File: src/rtl/clk_phase_gen_pkg.sv
// Shared types and helpers for the multi-channel phase generator.
// Channel config record, reset defaults and the phase window function.
package clk_phase_gen_pkg;

  localparam int MAX_W = 16;

  typedef logic [MAX_W-1:0] pos_t;
  typedef logic [MAX_W:0]   per_t;

  typedef struct packed {
    pos_t rise;
    pos_t fall;
    logic inv;
  } ch_cfg_t;

  function automatic ch_cfg_t cfg_default(
    input int unsigned period
  );
    ch_cfg_t c;
    c.rise = '0;
    c.fall = MAX_W'(period / 2);
    c.inv  = 1'b0;
    return c;
  endfunction

  // A rise position beyond the period is never reached, so the
  // channel rests at its inversion level. A fall position beyond
  // the period simply leaves the channel high up to P-1.
  function automatic logic win_hi(
    input ch_cfg_t cfg,
    input pos_t    c,
    input per_t    p
  );
    logic hi;
    hi = 1'b0;
    if ({1'b0, cfg.rise} < p) begin
      if (cfg.rise < cfg.fall) begin
        hi = (c >= cfg.rise) && (c < cfg.fall);
      end else if (cfg.rise > cfg.fall) begin
        hi = (c >= cfg.rise) || (c < cfg.fall);
      end
    end
    return hi ^ cfg.inv;
  endfunction

endpackage

File: src/rtl/clk_phase_gen_if.sv
// Configuration and phase-output bundle of the phase generator.
// Master drives the config writes; slave is the generator itself.
interface clk_phase_gen_if #(
  parameter int NUM_CH = 4,
  parameter int CNT_W  = 4,
  parameter int SEL_W  = 2
);

  logic              run;
  logic              per_we;
  logic [CNT_W:0]    per_val;
  logic              ch_we;
  logic [SEL_W-1:0]  ch_sel;
  logic [CNT_W-1:0]  ch_rise;
  logic [CNT_W-1:0]  ch_fall;
  logic              ch_inv;
  logic [NUM_CH-1:0] ch_clk;
  logic [NUM_CH-1:0] ch_rise_pulse;
  logic [CNT_W-1:0]  phase_cnt;
  logic              period_start;
  logic              cfg_pending;
  logic              cfg_err;

  modport master (
    output run, per_we, per_val,
    output ch_we, ch_sel, ch_rise, ch_fall, ch_inv,
    input  ch_clk, ch_rise_pulse, phase_cnt,
    input  period_start, cfg_pending, cfg_err
  );

  modport slave (
    input  run, per_we, per_val,
    input  ch_we, ch_sel, ch_rise, ch_fall, ch_inv,
    output ch_clk, ch_rise_pulse, phase_cnt,
    output period_start, cfg_pending, cfg_err
  );

endinterface

File: src/rtl/clk_phase_gen_phase_chan.sv
// One phase output channel: shadow/active config, output flop
// and rising-edge pulse, all evaluated on the next counter value.
module clk_phase_gen_phase_chan
  import clk_phase_gen_pkg::*;
#(
  parameter int CNT_W        = 4,
  parameter int RESET_PERIOD = 4
) (
  input  logic             clock,
  input  logic             reset,
  input  logic             en_i,
  input  logic             apply_i,
  input  logic             wr_i,
  input  logic [CNT_W-1:0] rise_i,
  input  logic [CNT_W-1:0] fall_i,
  input  logic             inv_i,
  input  logic [CNT_W-1:0] cnt_d_i,
  input  logic [CNT_W:0]   per_d_i,
  output logic             clk_o,
  output logic             pulse_o,
  output logic             pending_o
);

  localparam ch_cfg_t CFG_RST = cfg_default(RESET_PERIOD);

  ch_cfg_t act_q, act_d;
  ch_cfg_t sh_q,  sh_d;
  logic    clk_q, clk_d;
  logic    pulse_q, pulse_d;

  // Load active from shadow at the wrap, then take the new write.
  always_comb begin
    act_d   = act_q;
    sh_d    = sh_q;
    clk_d   = clk_q;
    pulse_d = pulse_q;
    if (en_i) begin
      if (apply_i) begin
        act_d = sh_q;
      end
      if (wr_i) begin
        sh_d = '{rise: MAX_W'(rise_i),
                 fall: MAX_W'(fall_i),
                 inv:  inv_i};
      end
      clk_d   = win_hi(act_d, MAX_W'(cnt_d_i),
                       (MAX_W+1)'(per_d_i));
      pulse_d = clk_d & ~clk_q;
    end
  end

  // Channel state registers.
  always_ff @(posedge clock or posedge reset) begin
    if (reset) begin
      act_q   <= CFG_RST;
      sh_q    <= CFG_RST;
      clk_q   <= 1'b0;
      pulse_q <= 1'b0;
    end else begin
      act_q   <= act_d;
      sh_q    <= sh_d;
      clk_q   <= clk_d;
      pulse_q <= pulse_d;
    end
  end

  assign clk_o     = clk_q;
  assign pulse_o   = pulse_q;
  assign pending_o = (sh_q != act_q);

endmodule

File: src/rtl/clk_phase_gen.sv
// Multi-channel clock/phase-enable generator: phase counter,
// period shadowing, write validation and the apply strobe.
module clk_phase_gen
  import clk_phase_gen_pkg::*;
#(
  parameter int NUM_CH       = 4,
  parameter int CNT_W        = 4,
  parameter int RESET_PERIOD = 4,
  parameter int SEL_W        = 2
) (
  input logic           clock,
  input logic           reset,
  clk_phase_gen_if.slave bus
);

  localparam logic [CNT_W:0] P_RST =
    (CNT_W+1)'(RESET_PERIOD);
  localparam logic [CNT_W:0] P_MIN = (CNT_W+1)'(2);
  localparam logic [CNT_W:0] P_MAX =
    (CNT_W+1)'(2**CNT_W);
  localparam logic [CNT_W:0] ONE = (CNT_W+1)'(1);

  logic [CNT_W-1:0] cnt_q, cnt_d;
  logic [CNT_W:0]   per_q, per_d;
  logic [CNT_W:0]   per_sh_q, per_sh_d;
  logic             ps_q, ps_d;
  logic             err_q, err_d;

  logic             wrap;
  logic             apply;
  logic             per_ok;
  logic             per_acc;
  logic [CNT_W:0]   chk_per;
  logic [31:0]      sel_ext;
  logic             sel_ok;
  logic             pos_ok;
  logic             ch_acc;

  logic [NUM_CH-1:0] ch_clk;
  logic [NUM_CH-1:0] ch_pulse;
  logic [NUM_CH-1:0] ch_pend;

  // Counter advance, period apply and write validation.
  always_comb begin
    cnt_d    = cnt_q;
    per_d    = per_q;
    per_sh_d = per_sh_q;
    ps_d     = ps_q;
    err_d    = err_q;
    wrap     = ({1'b0, cnt_q} == (per_q - ONE));
    apply    = bus.run & wrap;
    per_ok   = (bus.per_val >= P_MIN) &&
               (bus.per_val <= P_MAX);
    per_acc  = bus.run & bus.per_we & per_ok;
    chk_per  = per_acc ? bus.per_val : per_sh_q;
    sel_ext  = 32'(bus.ch_sel);
    sel_ok   = (sel_ext < 32'(NUM_CH));
    pos_ok   = ({1'b0, bus.ch_rise} < chk_per) &&
               ({1'b0, bus.ch_fall} < chk_per);
    ch_acc   = bus.run & bus.ch_we & sel_ok & pos_ok;
    if (bus.run) begin
      cnt_d = wrap ? '0 : cnt_q + 1'b1;
      if (apply) begin
        per_d = per_sh_q;
      end
      if (per_acc) begin
        per_sh_d = bus.per_val;
      end
      ps_d  = (cnt_d == '0);
      err_d = (bus.per_we & ~per_ok) |
              (bus.ch_we & ~(sel_ok & pos_ok));
    end
  end

  // Counter, period and status registers.
  always_ff @(posedge clock or posedge reset) begin
    if (reset) begin
      cnt_q    <= '0;
      per_q    <= P_RST;
      per_sh_q <= P_RST;
      ps_q     <= 1'b0;
      err_q    <= 1'b0;
    end else begin
      cnt_q    <= cnt_d;
      per_q    <= per_d;
      per_sh_q <= per_sh_d;
      ps_q     <= ps_d;
      err_q    <= err_d;
    end
  end

  for (genvar i = 0; i < NUM_CH; i++) begin : g_ch
    clk_phase_gen_phase_chan #(
      .CNT_W        (CNT_W),
      .RESET_PERIOD (RESET_PERIOD)
    ) u_phase_chan (
      .clock     (clock),
      .reset     (reset),
      .en_i      (bus.run),
      .apply_i   (apply),
      .wr_i      (ch_acc &&
                  (bus.ch_sel == SEL_W'(i))),
      .rise_i    (bus.ch_rise),
      .fall_i    (bus.ch_fall),
      .inv_i     (bus.ch_inv),
      .cnt_d_i   (cnt_d),
      .per_d_i   (per_d),
      .clk_o     (ch_clk[i]),
      .pulse_o   (ch_pulse[i]),
      .pending_o (ch_pend[i])
    );
  end

  assign bus.ch_clk        = ch_clk;
  assign bus.ch_rise_pulse = ch_pulse & {NUM_CH{bus.run}};
  assign bus.phase_cnt     = cnt_q;
  assign bus.period_start  = ps_q & bus.run;
  assign bus.cfg_pending   = (per_sh_q != per_q) | (|ch_pend);
  assign bus.cfg_err       = err_q;

endmodule

File: src/flat_wrapper.sv
// flat-port wrapper written by rule: the top's interface ports become plain ports
module clk_phase_gen_flat import clk_phase_gen_pkg::*;
#(
  parameter int NUM_CH       = 4,
  parameter int CNT_W        = 4,
  parameter int RESET_PERIOD = 4,
  parameter int SEL_W        = 2
)
  (clock, reset, bus_run, bus_per_we, bus_per_val, bus_ch_we, bus_ch_sel, bus_ch_rise, bus_ch_fall, bus_ch_inv, bus_ch_clk, bus_ch_rise_pulse, bus_phase_cnt, bus_period_start, bus_cfg_pending, bus_cfg_err);
  clk_phase_gen_if #(.NUM_CH(NUM_CH), .CNT_W(CNT_W), .SEL_W(SEL_W)) bus_i ();
  input logic clock;
  input logic reset;
  input wire logic [$bits(bus_i.run)-1:0] bus_run;
  input wire logic [$bits(bus_i.per_we)-1:0] bus_per_we;
  input wire logic [$bits(bus_i.per_val)-1:0] bus_per_val;
  input wire logic [$bits(bus_i.ch_we)-1:0] bus_ch_we;
  input wire logic [$bits(bus_i.ch_sel)-1:0] bus_ch_sel;
  input wire logic [$bits(bus_i.ch_rise)-1:0] bus_ch_rise;
  input wire logic [$bits(bus_i.ch_fall)-1:0] bus_ch_fall;
  input wire logic [$bits(bus_i.ch_inv)-1:0] bus_ch_inv;
  output wire logic [$bits(bus_i.ch_clk)-1:0] bus_ch_clk;
  output wire logic [$bits(bus_i.ch_rise_pulse)-1:0] bus_ch_rise_pulse;
  output wire logic [$bits(bus_i.phase_cnt)-1:0] bus_phase_cnt;
  output wire logic [$bits(bus_i.period_start)-1:0] bus_period_start;
  output wire logic [$bits(bus_i.cfg_pending)-1:0] bus_cfg_pending;
  output wire logic [$bits(bus_i.cfg_err)-1:0] bus_cfg_err;
  assign bus_i.run = bus_run;
  assign bus_i.per_we = bus_per_we;
  assign bus_i.per_val = bus_per_val;
  assign bus_i.ch_we = bus_ch_we;
  assign bus_i.ch_sel = bus_ch_sel;
  assign bus_i.ch_rise = bus_ch_rise;
  assign bus_i.ch_fall = bus_ch_fall;
  assign bus_i.ch_inv = bus_ch_inv;
  assign bus_ch_clk = bus_i.ch_clk;
  assign bus_ch_rise_pulse = bus_i.ch_rise_pulse;
  assign bus_phase_cnt = bus_i.phase_cnt;
  assign bus_period_start = bus_i.period_start;
  assign bus_cfg_pending = bus_i.cfg_pending;
  assign bus_cfg_err = bus_i.cfg_err;
  clk_phase_gen #(.NUM_CH(NUM_CH), .CNT_W(CNT_W), .RESET_PERIOD(RESET_PERIOD), .SEL_W(SEL_W)) u_core (.clock(clock), .reset(reset), .bus(bus_i));
endmodule
File: config.mk
export PLATFORM = sky130hd
export DESIGN_NAME = clk_phase_gen_flat
export DESIGN_NICKNAME = d
export VERILOG_FILES = /design/src/rtl/clk_phase_gen_pkg.sv /design/src/rtl/clk_phase_gen_if.sv /design/src/rtl/clk_phase_gen_phase_chan.sv /design/src/rtl/clk_phase_gen.sv /design/src/flat_wrapper.sv
export SDC_FILE = /design/constraint.sdc
export NUM_CORES = 1
export LEC_CHECK = 0
export ABC_AREA = 1
export CORE_ASPECT_RATIO = 0.75
export CORE_MARGIN = 2
export CORE_UTILIZATION = 30
export DETAILED_ROUTE_END_ITERATION = 8
export PLACE_DENSITY = 0.42
export RECOVER_POWER = 25
export SLEW_MARGIN = 25
export SYNTH_ARGS = -nofsm -noshare
export SYNTH_HDL_FRONTEND = slang
export SYNTH_SLANG_ARGS = --single-unit
File: constraint.sdc
create_clock -name clock -period 9.3 [get_ports clock]
set_input_delay 2.325 -clock clock [delete_from_list [all_inputs] [get_ports clock]]
set_output_delay 2.325 -clock clock [all_outputs]
set_load 0.02 [all_outputs]
### Word-level counts from Yosys, hierarchy flattened

Index checks and enable logic that the tools add are counted.

* register bits after elaboration: 192
* output and inout port bits: 15
* word-level logic and storage cells: 147

* add/subtract/negate cells: 2
* order comparisons: 24
* equal/unequal tests: 9
* muxes and demuxes: 29
* bitwise logic cells: 25
* reduce and logical (&&, ||, !) cells: 21

Operators by type and width (count)
* 2-to-1 mux 33 bit: 8
* != test 21 x 33 -> 1 bit: 4
* >= comparator 4 x 16 -> 1 bit: 4
* greater-than comparator 16 bit: 4
* < comparator 16 bit: 4
* < comparator 16 x 5 -> 1 bit: 4
* < comparator 4 x 16 -> 1 bit: 4
* 2-to-1 mux 1 bit: 16
* 2-to-1 mux 5 bit: 3
* AND 1 bit: 12
* logical AND 1 bit: 10
* < comparator 4 x 5 -> 1 bit: 2
* 2-to-1 mux 4 bit: 2
* AND reduction 2 bit: 4
* inverter 1 bit: 6
* == test 4 x 5 -> 1 bit: 1
* >= comparator 5 x 2 -> 1 bit, second input constant: 1
* <= comparator 5 bit, second input constant: 1
* != test 5 bit: 1
* subtractor 5 x 1 -> 5 bit, second input constant: 1
* adder 4 x 1 -> 4 bit, second input constant: 1
* AND 4 bit: 1
* == test 2 bit, second input constant: 2
* zero test 4 bit: 1
* 6 further kinds: 13

### Longest topological paths before layout

Gate-level depths: netlist (run 1).

* word-level depth: 13
* mapped depth: 30
* gate-level depth less buffers: 27

### Hierarchy

A second synthesis (run 1) with hierarchy kept.

* cell total of the unflattened synthesis: 1693
* area, all modules: 12439.4 um^2

Modules (own cells, without submodules)
* clk_phase_gen_phase_chan (u_core.g_ch[0].u_phase_chan ...): instances 2, cells each 378, area an instance 2807.7 um^2
* clk_phase_gen_phase_chan (u_core.g_ch[2].u_phase_chan): instances 1, cells each 380, area an instance 2805.2 um^2
* clk_phase_gen_phase_chan (u_core.g_ch[3].u_phase_chan): instances 1, cells each 382, area an instance 2760.1 um^2
* clk_phase_gen: instances 1, cells each 175, area an instance 1258.7 um^2

### Least setup slack after synthesis (run 1)

OpenSTA, ideal clock, no wires.

* path kind: input port to output port
* start: input bus_run
* end: output bus_ch_rise_pulse[0]
* arrival time: 3.378 ns
* setup slack: 3.597 ns
* stages on the path: 5
* path buffers: 3
* cell sequence: clkbuf_1 buf_1 clkbuf_1 nand2_1 inv_1

* word-level cells in the longest chain between the ends: 1

RTL lines
* start: declaration: line flat_wrapper.sv:13 `input wire logic [$bits(bus_i.run)-1:0] bus_run;`
* AND 4 bit: line clk_phase_gen.sv:115 `assign bus.ch_rise_pulse = ch_pulse & {NUM_CH{bus.run}};`
* end: declaration: line flat_wrapper.sv:22 `output wire logic [$bits(bus_i.ch_rise_pulse)-1:0] bus_ch_rise_pulse;`

Every way passes these cells.

### Worst setup path after layout (run 1)

* start: input bus_run
* end: output bus_ch_rise_pulse[3]

Same word-level chain as after synthesis.

==> summary.md, run 1 <==
| Metric | Value |
|---|---|
| Global-route wire length before repair | 53.4 mm |
| Clock skew | 0.0126 ns |
| R2r endpoint | u_core.g_ch[2].u_phase_chan.clk_o$_DFFE_PP0P_ |
| Core ar. | 38,100 µm² |
| Logic pwr share | 0.230 |
| Avg Vias per Cell | 4.57 |
| Hpwl dp | 24.9 mm |
| DRT antenna net count | 0 |
| First element of the critical path | bus_run |
| Arr. time, crit path | 3.83 ns |
| Number of fillers in the final layout | 4,078 |
| Critical R2R Launch | u_core.per_q[0]$_DFF_PP0_ |
| Max-Cap Viols | 0 |
| Post-synth cell types | 46 |
| P_int | 1510 µW |
| Seq cells post-synth | 192 |
| Met2 usage | 0.238 |
| Area of the die | 40,000 µm² |
| Sequential cell area fraction in the yosys report | 0.418 |
| Lkg Pwr | 0.00813 µW |
| CTS Buf Count | 17 |
| Met3 GRT Util | 0.0291 |
| Synthesis-to-finish area growth | 12.5% |
| Final wirelength | 32.9 mm |
| Root Driver | clkbuf_16 |
| Vias in the first global route | 9,195 |
| Setup violations, final | 0 |
| Post-Synthesis Net Count | 1,634 |
| FF+latch area | 4820 µm² |
| Share of cells above drive strength 1 | 0.0585 |
| Vias | 9,436 |
| Final min period | 6.16 ns |
| Crit. End Element | primary output |
| Clock sink count | 192 |
| Min-delay worst type | register to register |
| Largest net degree at the start of global routing | 126 |
| Hold WS | 0.488 ns |
| Slew HR | 0.307 |
| First drt pass iteration count | 5 |
| Critical setup path kind | input port to primary output |
| Placer Congestion | 0.810 |
| Cts hold-fix bufs | 0 |
| Post-synth EDFFs | 0 |
| Max clock buf depth | 2 |
| DRC Markers | 0 |
| Grt met1 use | 0.282 |
| Grt ovf | 0 |
| Fmax | 0.162 GHz |
| Multi-input gate area | 5380 µm² |
| Switching pwr | 789 µW |
| Max Slew Vio Count | 0 |
| Core Rows | 62 |
| Fin util | 0.341 |
| Post-CTS Resized | 0 |
| Initial antenna violation count | 1 |
| Gr busiest metal | met1 |
| Die Y | 174 µm |
| Cell area after layout | 13,000 µm² |
| Hold Path Cell Cnt | 2 |
| CTS tree | built |
| Crit path required time | 6.98 ns |
| Clk slew on worst S/H paths | 0.07 ns |
| NumNets Final | 1,659 |
| Gr usage total | 0.175 |
| Mapped Area | 11,500 µm² |
| Worst R2R Setup Slack | 3.61 ns |
| Unrepaired setup endpoints after global routing | no |
| Placed cell area | 12,400 µm² |
| Sw frac | 0.343 |
| Synth Flop Type | dfrtp_1 |
| Avg WL per Cell | 15.9 µm |
| Cells after synthesis | 1,517 |
| Postcts setup bufs | 0 |
| H-tree levels | 4 |
| Reg power frac | 0.443 |
| Outcome | finished, final reports clean |
| Fin crit share | 0.662 |
| Least-Margin Pin Slew | 1.04 ns |
| Hold path endpoint | u_core.g_ch[0].u_phase_chan.act_q[31]$_DFFE_PP0P_ |
| Synth async-reset ratio | 1.00 |
| CP startpoint kind | input port |
| Clock Latency Late Sink | 0.46 ns |
| Initial Util | 0.303 |
| CP Max Fanout | 58 |
| Pwr Density | 177 nW/µm² |
| Total power | 2300 µW |
| ANT cells | 0 |
| I/O Pins | 36 |
| Die X | 230 µm |
| Peak VDD IR | 0.119 mV |
| Worst R2R Path Depth | 23 |
| Initial DRC count | 698 |
| Syn_area_per_cell | 7.60 µm² |
| Clk network pwr share | 0.327 |
| Yosys warning total | 0 |
| Setup TNS | 0 ns |
| Hold Startpoint | u_core.g_ch[0].u_phase_chan.act_q[31]$_DFFE_PP0P_ |
| Fin. Hold Viols | 0 |
| Buffers on Ports | 35 |
-- sequential cells by signal (all words and copies together) (netlist names) --
| name | count |
|---|---|
| u_core.per_q | 5 |
| u_core.ps_q | 1 |
| u_core.bus.phase_cnt | 4 |
| u_core.g_ch.u_phase_chan.clk_o | 4 |
| u_core.g_ch.u_phase_chan.pulse_o | 4 |
| u_core.bus.cfg_err | 1 |
| u_core.g_ch.u_phase_chan.act_q | 132 |
| u_core.per_sh_q | 5 |
| u_core.g_ch.u_phase_chan.sh_q | 36 |
-- kinds of logic (layout without fill, tap and decap cells) --
family | count (synthesis) | in the layout | synth area share
buffers and inverters | 340 | 378 | 0.116
xor gates and xnor gates | 30 | 30 | 0.0228
adders and majority gates | 96 | 96 | 0.104
and+or+nand+nor | 705 | 705 | 0.264
AOI/OAI and AO/OA | 154 | 154 | 0.0750
DFF | 192 | 192 | 0.418
-- final cells by class --
| cell class | count | area share |
|---|---|---|
| Clock buffer | 21 | 0.0355 |
| Clock inverter | 11 | 0.00935 |
| Sequential cell | 192 | 0.371 |
| Tap cell | 512 | 0.0494 |
| Multi-Input combinational cell | 985 | 0.414 |
| Timing Repair Buffer | 44 | 0.0318 |
| Inverter | 302 | 0.0883 |
-- cell usage after synthesis, types with 14 or more instances --
master    number  share of area
dfrtp_1      182           0.40
buf_2         14         0.0061
nor4_1        23          0.012
inv_1        287          0.093
xor2_1        14          0.011
nand2_1      455           0.15
clkbuf_1      15         0.0049
ha_1          96           0.10
xnor2_1       16          0.012
nand4_1       59          0.032
o21ai_0       52          0.023
nor2_1        84          0.027
nand3_1       39          0.017
or2_2         16         0.0087
a21oi_1       58          0.025
-- through the flow --
step / instances / setup slack, ns
2_1_floorplan: 1517 / 1.76
3_3_place_gp: 2035 / 3.15
3_5_place_dp: 2035 / 3.12
4_1_cts: 2067 / 3.12
5_1_grt: 2067 / 3.01
6_report: 2067 / 3.14
-- worst max path at each step --
stage	endpoint	slack (ns)
floorplan	u_core.bus.cfg_err$_DFFE_PP0P_	1.76
global placement	bus_ch_rise_pulse[0]	3.15
detailed placement	bus_ch_rise_pulse[3]	3.12
CTS	bus_ch_rise_pulse[3]	3.12
global route	bus_ch_rise_pulse[3]	3.01
finish	bus_ch_rise_pulse[3]	3.14
-- worst max-delay path, stage by stage --
cell and delay [ns]:
buf_2 0.12, buf_4 0.56, nand2_1 0.12, inv_1 0.09
clkdlybuf4s50_1 0.59
-- layer usage --
metal,vias up,routed length (µm)
li1,4838,-
met1,4455,18500
met2,121,13000
met3,22,1010
met4,0,391
met5,-,0
-- power by group through the flow --
stage               registers, µW  logic (µW)  clock network (µW)
floorplan                    1010         364                   0
global placement             1030         525                   0
detailed placement           1040         529                   0
CTS                          1020         532                 776
global route                 1030         614                 812
finish                       1020         530                 753
-- cells in the final DEF, fill, tap and decap left out, types with 2 or more instances in the layout --
master,n
nor2_1,84
inv_1,286
o21ai_1,14
dfstp_2,10
clkinv_4,4
nand3_2,4
clkinv_1,2
nor4_1,23
dfrtp_1,182
o21bai_1,7
xnor2_1,16
buf_4,9
nand4_1,59
a21oi_1,58
o21ai_0,51
inv_8,2
clkbuf_1,2
nand3_1,39
clkdlybuf4s50_1,33
nand2_1,455
ha_1,96
nor3_1,13
clkbuf_16,17
o221ai_1,3
or4_1,4
xor2_1,14
o41ai_1,6
a211oi_1,3
inv_2,13
nor2_4,2
or2_2,16
clkbuf_8,2
inv_6,3
a21boi_1,3
(Power assumes the default switching activity.)
==> run 2: changes to the inputs <==
==> constraint.sdc (replaced) <==
create_clock -name clock -period 6.1 [get_ports clock]
set_input_delay 1.525 -clock clock [delete_from_list [all_inputs] [get_ports clock]]
set_output_delay 1.525 -clock clock [all_outputs]
set_load 0.02 [all_outputs]
==> run 2 against run 1 <==
Compared with the run above:
- the flow now finishes with violations (max-capacitance violations, max-slew violations)
- non-clock buffer count rose by 7
- sequential share of layout area fell by 0.20 points
- clock power rose by 58%
- largest cell class unchanged
- highest routed layer unchanged
- clock skew fell by 0.0052 ns
- die area did not move
- sequential power rose by 53%
- largest power group unchanged
- utilization rose by 0.18 points
- count of clock-buffer cells in the layout fell by 2
- first-iteration DRC count fell by 9.2%
==> summary.md, run 2 (synthesis gave the netlist of run 1 again) <==
| Metric | Value |
|---|---|
| Die X | 230 µm |
| Switching pwr | 1210 µW |
| CTS Buf Count | 17 |
| Max-Cap Viols | 2 |
| Crit path required time | 6.50 ns |
| Cell area after layout | 13,000 µm² |
| First drt pass iteration count | 5 |
| Gr usage total | 0.175 |
| Avg Vias per Cell | 4.54 |
| Clock Latency Late Sink | 0.46 ns |
| Fin util | 0.342 |
| Max reg flops | 132 |
| Core ar. | 38,100 µm² |
| Core Rows | 62 |
| Placer Congestion | 0.815 |
| CP cell instances | inv_1 > ha_1 > nand2_1 > nand2_1 > nor2_1 > nand2_1 > nor2_1 > clkbuf_1 > a21oi_1 > nand2_1 > o21ai_0 > buf_4 > ha_1 > nand2_1 > inv_1 > nand2_1 > a21oi_1 > nand2_1 > a21oi_1 > nand2_1 > nand2_1 > nand4_1 > nand2_1 |
| Crit. End Element | register |
| ANT cells | 0 |
| CTS tree | built |
| NumNets Final | 1,666 |
| Most used cell, CP | nand2_1 |
| Area of the die | 40,000 µm² |
| Sw frac | 0.339 |
| Critical setup path kind | register to register |
| Final wirelength | 33.1 mm |
| Logic pwr share | 0.227 |
| Failing checks | max-capacitance violations, max-slew violations |
| Critical R2R Launch | u_core.per_q[0]$_DFF_PP0_ |
| H-tree levels | 4 |
| Hold path endpoint | u_core.g_ch[0].u_phase_chan.pulse_o$_DFFE_PP0P_ |
| Unrepaired setup endpoints after global routing | no |
| CP startpoint kind | register |
| Vias in the first global route | 9,103 |
| Vias | 9,423 |
| Delay-heaviest family, CP | buffers and inverters |
| Most frequent cells in the layout | nand2_1 (455), inv_1 (288), dfrtp_1 (182) |
| Clk slew on worst S/H paths | 0.08 ns |
| Hold Startpoint | u_core.g_ch[0].u_phase_chan.pulse_o$_DFFE_PP0P_ |
| Synthesis-to-finish area growth | 13.1% |
| Avg WL per Cell | 16.0 µm |
| Hold Path Cell Cnt | 2 |
| I/O Pins | 36 |
| Setup TNS | 0 ns |
| Share of cells above drive strength 1 | 0.0602 |
| Slew HR | -0.281 |
| Postcts setup bufs | 0 |
| Largest net degree at the start of global routing | 112 |
| Clock skew | 0.00732 ns |
| Least-Margin Pin Slew | 1.91 ns |
| Fin crit share | 0.807 |
| Worst R2R Setup Slack | 1.18 ns |
| Arr. time, crit path | 5.32 ns |
| Fmax | 0.203 GHz |
| Max Slew Vio Count | 72 |
| Lkg Pwr | 0.00816 µW |
| Initial antenna violation count | 0 |
| Cts hold-fix bufs | 0 |
| Slowest-stage cell, CP | clkbuf_1 |
| Initial DRC count | 634 |
| Commonest non-fill, non-tap cell in the layout | nand2_1 |
| Clock sink count | 192 |
| Final min period | 4.92 ns |
| Hpwl dp | 25.3 mm |
| CP Buf/Inv Count | 4 |
| Placed cell area | 12,500 µm² |
| Hold WS | 0.488 ns |
| Buffers on Ports | 35 |
| Reg power frac | 0.438 |
| CP Max Fanout | 32 |
| Max clock buf depth | 2 |
| DRT antenna net count | 0 |
| Biggest register | u_core.g_ch.u_phase_chan.act_q |
| Fin. Hold Viols | 0 |
| Max stage delay on crit path | 1.30 ns |
| Pwr Density | 273 nW/µm² |
| Initial Util | 0.303 |
| Die Y | 174 µm |
| Pre-CTS setup slack | 1.29 ns |
| Outcome | finished, violations left |
| Grt ovf | 0 |
| Min-delay worst type | register to register |
| Post-CTS Resized | 0 |
| Global-route wire length before repair | 53.3 mm |
| Root Driver | clkbuf_16 |
| DRC Markers | 0 |
| P_int | 2350 µW |
| Setup violations, final | 0 |
| Peak VDD IR | 0.183 mV |
| R2r endpoint | u_core.g_ch[3].u_phase_chan.pulse_o$_DFFE_PP0P_ |
| Final setup margin | 1.18 ns |
| Clk network pwr share | 0.334 |
| Biggest regs | u_core.g_ch.u_phase_chan.act_q (132), u_core.g_ch.u_phase_chan.sh_q (36) |
| Worst R2R Path Depth | 23 |
[run 2: changes by cell type in the layout (fill, tap and decap cells not counted), sizes merged]
cell,previous run,this run
buf,10,14
clkinvlp,1,4
clkinv,7,5
bufinv,1,2
clkbuf,21,22
[run 2: layout make-up]
class                   count  area (µm²)
inverters                 302        1130
well taps                 512         641
flip-flops and latches    192        4820
clock inverters            13         150
repair buffers             51         479
clock buffers              19         453
multi-input cells         985        5370
fillers                  4033       25000
[run 2: worst max-delay path by stage]
stage / cells past startpoint / end / startpoint / slack [ns]
floorplan: 20 / u_core.g_ch[0].u_phase_chan.clk_o$_DFFE_PP0P_ / bus_run / 1.86
global placement: 16 / u_core.g_ch[2].u_phase_chan.sh_q[3]$_DFFE_PP0P_ / bus_per_val[3] / 1.29
detailed placement: 15 / u_core.g_ch[2].u_phase_chan.sh_q[3]$_DFFE_PP0P_ / bus_run / 1.29
CTS: 6 / bus_cfg_pending / u_core.per_q[2]$_DFF_PP1_ / 1.17
global route: 24 / u_core.g_ch[3].u_phase_chan.pulse_o$_DFFE_PP0P_ / u_core.per_q[0]$_DFF_PP0_ / 0.68
finish: 23 / u_core.g_ch[3].u_phase_chan.pulse_o$_DFFE_PP0P_ / u_core.per_q[0]$_DFF_PP0_ / 1.18
[run 2: routing by layer]
metal / track usage / part of all wire / vias to the layer above
li1: - / - / 4863
met1: 0.281 / 0.57 / 4430
met2: 0.239 / 0.39 / 105
met3: 0.0235 / 0.027 / 25
met4: 0.0468 / 0.012 / 0
met5: 0 / 0 / -
[run 2: worst register-to-register path, cell delays in order (launching register included)]
cell,delay [ns]
dfrtp_1,0.48
inv_1,0.16
ha_1,0.35
nand2_1,0.09
nand2_1,0.06
nor2_1,0.10
nand2_1,0.06
nor2_1,0.22
clkbuf_1,1.30
a21oi_1,0.24
nand2_1,0.13
o21ai_0,0.09
buf_4,0.23
ha_1,0.32
nand2_1,0.05
inv_1,0.04
nand2_1,0.06
a21oi_1,0.15
nand2_1,0.07
a21oi_1,0.22
nand2_1,0.08
nand2_1,0.08
nand4_1,0.17
nand2_1,0.12
[run 2: through the flow]
stage	power (µW)	instances
floorplan	2100	1517
global placement	2390	2042
detailed placement	2400	2042
CTS	3600	2074
global route	3790	2074
finish	3560	2074
[run 2: power groups by stage]
stage / clock network [µW] / logic (µW) / registers, µW
final: 1190 / 810 / 1560
after global routing: 1270 / 938 / 1580
after CTS: 1220 / 817 / 1560
after detailed placement: 0 / 812 / 1590
after global placement: 0 / 804 / 1590
after floorplan: 0 / 555 / 1550
==> run 3: changes to the inputs <==
--- a/config.mk
+++ b/config.mk
@@ -10,7 +10,7 @@
 export CORE_MARGIN = 2
 export CORE_UTILIZATION = 30
 export DETAILED_ROUTE_END_ITERATION = 8
-export PLACE_DENSITY = 0.42
+export PLACE_DENSITY = 0.43
 export RECOVER_POWER = 25
 export SLEW_MARGIN = 25
 export SYNTH_ARGS = -nofsm -noshare
==> constraint.sdc (replaced) <==
create_clock -name clock -period 4.43 [get_ports clock]
set_input_delay 1.1075 -clock clock [delete_from_list [all_inputs] [get_ports clock]]
set_output_delay 1.1075 -clock clock [all_outputs]
set_load 0.02 [all_outputs]
==> run 3 against run 2 <==
Compared with the run above:
- the run still ends with max-capacitance violations, max-slew violations left
- utilization increased by 0.48 points
- sequential share of layout area is 0.51 points lower
- first-iteration DRC count fell by 2.7%
- global-route usage down 0.18 points
- combinational power grew 40%
- clock skew grew 0.0052 ns
- clock power increased by 47%
- largest cell class unchanged
==> summary.md, run 3 (synthesis gave the netlist of run 1 again) <==
| Metric | Value |
|---|---|
| Outcome | finished, violations left |
| Failing checks | max-capacitance violations, max-slew violations |
| Commonest non-fill, non-tap cell in the layout | nand2_1 |
| Crit path required time | 3.32 ns |
| Root Driver | clkbuf_16 |
| Pre-CTS setup slack | 0.197 ns |
| Fin crit share | 0.963 |
| Number of fillers in the final layout | 4,063 |
| Avg Vias per Cell | 4.53 |
| Arr. time, crit path | 3.16 ns |
| Max-Cap Viols | 3 |
| Fin util | 0.347 |
| ANT cells | 0 |
| Grt ovf | 0 |
| Clk slew on worst S/H paths | 0.07 ns |
| Most frequent cells in the layout | nand2_1 (455), inv_1 (286), dfrtp_1 (182) |
| Clock Latency Late Sink | 0.46 ns |
| Share of cells above drive strength 1 | 0.0717 |
| Area of the die | 40,000 µm² |
| Critical setup path kind | register to primary output |
| Fmax | 0.234 GHz |
| First element of the critical path | u_core.g_ch[0].u_phase_chan.sh_q[1]$_DFFE_PP0P_ |
| Placed cell area | 12,600 µm² |
| Worst R2R Path Depth | 24 |
| Max clock buf depth | 2 |
| Max reg flops | 132 |
| Max Slew Vio Count | 192 |
| Setup violations, final | 0 |
| Peak VDD IR | 0.230 mV |
| CP startpoint kind | register |
| Biggest register | u_core.g_ch.u_phase_chan.act_q |
| Clock sink count | 192 |
| Gr usage total | 0.173 |
| First drt pass iteration count | 5 |
| Core Rows | 62 |
| Slew HR | -0.666 |
| I/O Pins | 36 |
| Global-route wire length before repair | 53.0 mm |
| Initial antenna violation count | 0 |
| Hold Startpoint | u_core.g_ch[0].u_phase_chan.pulse_o$_DFFE_PP0P_ |
| Biggest regs | u_core.g_ch.u_phase_chan.act_q (132), u_core.g_ch.u_phase_chan.sh_q (36) |
| Setup TNS | 0 ns |
| CTS Buf Count | 17 |
| Min-delay worst type | register to register |
| Final wirelength | 32.5 mm |
| Hpwl dp | 25.4 mm |
| H-tree levels | 4 |
| Clock skew | 0.0125 ns |
| Die Y | 174 µm |
| Lkg Pwr | 0.00827 µW |
| Hold Path Cell Cnt | 2 |
| Unrepaired setup endpoints after global routing | no |
| NumNets Final | 1,679 |
| Placer Congestion | 0.834 |
| Final setup margin | 0.163 ns |
| DRT antenna net count | 0 |
| Cell area after layout | 13,200 µm² |
| Crit. End Element | primary output |
| Avg WL per Cell | 15.6 µm |
| Final min period | 4.27 ns |
| Synthesis-to-finish area growth | 14.7% |
| Die X | 230 µm |
| Initial DRC count | 617 |
| Initial Util | 0.303 |
| Hold WS | 0.477 ns |
| Hold path endpoint | u_core.g_ch[0].u_phase_chan.pulse_o$_DFFE_PP0P_ |
| CP Max Fanout | 4 |
| R2r endpoint | u_core.g_ch[3].u_phase_chan.pulse_o$_DFFE_PP0P_ |
| Core ar. | 38,100 µm² |
| Vias | 9,464 |
| Pwr Density | 381 nW/µm² |
| Critical R2R Launch | u_core.per_q[0]$_DFF_PP0_ |
| DRC Markers | 0 |
| Fin. Hold Viols | 0 |
| Largest net degree at the start of global routing | 96 |
| Buffers on Ports | 35 |
| Worst R2R Setup Slack | 0.55 ns |
| Vias in the first global route | 9,324 |
| Least-Margin Pin Slew | 2.50 ns |
| CTS tree | built |
==> run 3: through the flow <==
stage               total power, µW  instances
finish                         5040       2087
global route                   5390       2087
detailed placement             3340       2055
global placement               3320       2055
CTS                            5120       2087
floorplan                      2890       1517
==> run 3: power breakdown <==
| group | switching (µW) | internal, µW | total [µW] |
|---|---|---|---|
| combinational | 699 | 431 | 1130 |
| sequential | 212 | 1950 | 2160 |
| clock | 746 | 1010 | 1750 |
==> run 3: repair_timing <==
| action | CTS | global route |
|---|---|---|
| hold buffers | 0 | 0 |
| resized for setup | 0 | 1 |
| setup buffers | 0 | 0 |
| setup endpoints to repair | 0 | 1 |
==> run 3: layout make-up <==
cell class	count	area [µm²]	share of cell area
multi-input combinational	985	5380	0.407
inverter	302	1130	0.0858
timing repair buffer	64	592	0.0447
clock buffer	20	467	0.0353
tap	512	641	0.0484
clock inverter	12	191	0.0145
sequential	192	4820	0.364
==> run 3: worst max-delay path, cell delays in order (launching register included) <==
cell	delay (ns)
dfrtp_1	0.46
or2_2	0.15
nand4_1	0.16
nor3_1	0.49
nand3_1	0.27
or4_1	0.61
clkdlybuf4s50_1	0.56
==> run 3: how the worst max path moves through the flow <==
stage	endpoint	slack [ns]	depth (start not counted)
2_1_floorplan	u_core.g_ch[3].u_phase_chan.clk_o$_DFFE_PP0P_	0.59	29
3_3_place_gp	u_core.g_ch[1].u_phase_chan.sh_q[4]$_DFFE_PP0P_	0.36	18
3_5_place_dp	u_core.g_ch[1].u_phase_chan.sh_q[18]$_DFFE_PP0P_	0.20	15
4_1_cts	bus_cfg_pending	0.10	6
5_1_grt	bus_cfg_pending	0.07	7
6_report	bus_cfg_pending	0.16	6
==> run 3: metal layers <==
layer | part of all wire | GRT usage | vias to the layer above
met4 | 0.0088 | 0.0336 | 0
li1 | - | - | 4903
met3 | 0.031 | 0.0308 | 22
met5 | 0 | 0 | -
met2 | 0.40 | 0.238 | 110
met1 | 0.56 | 0.278 | 4429
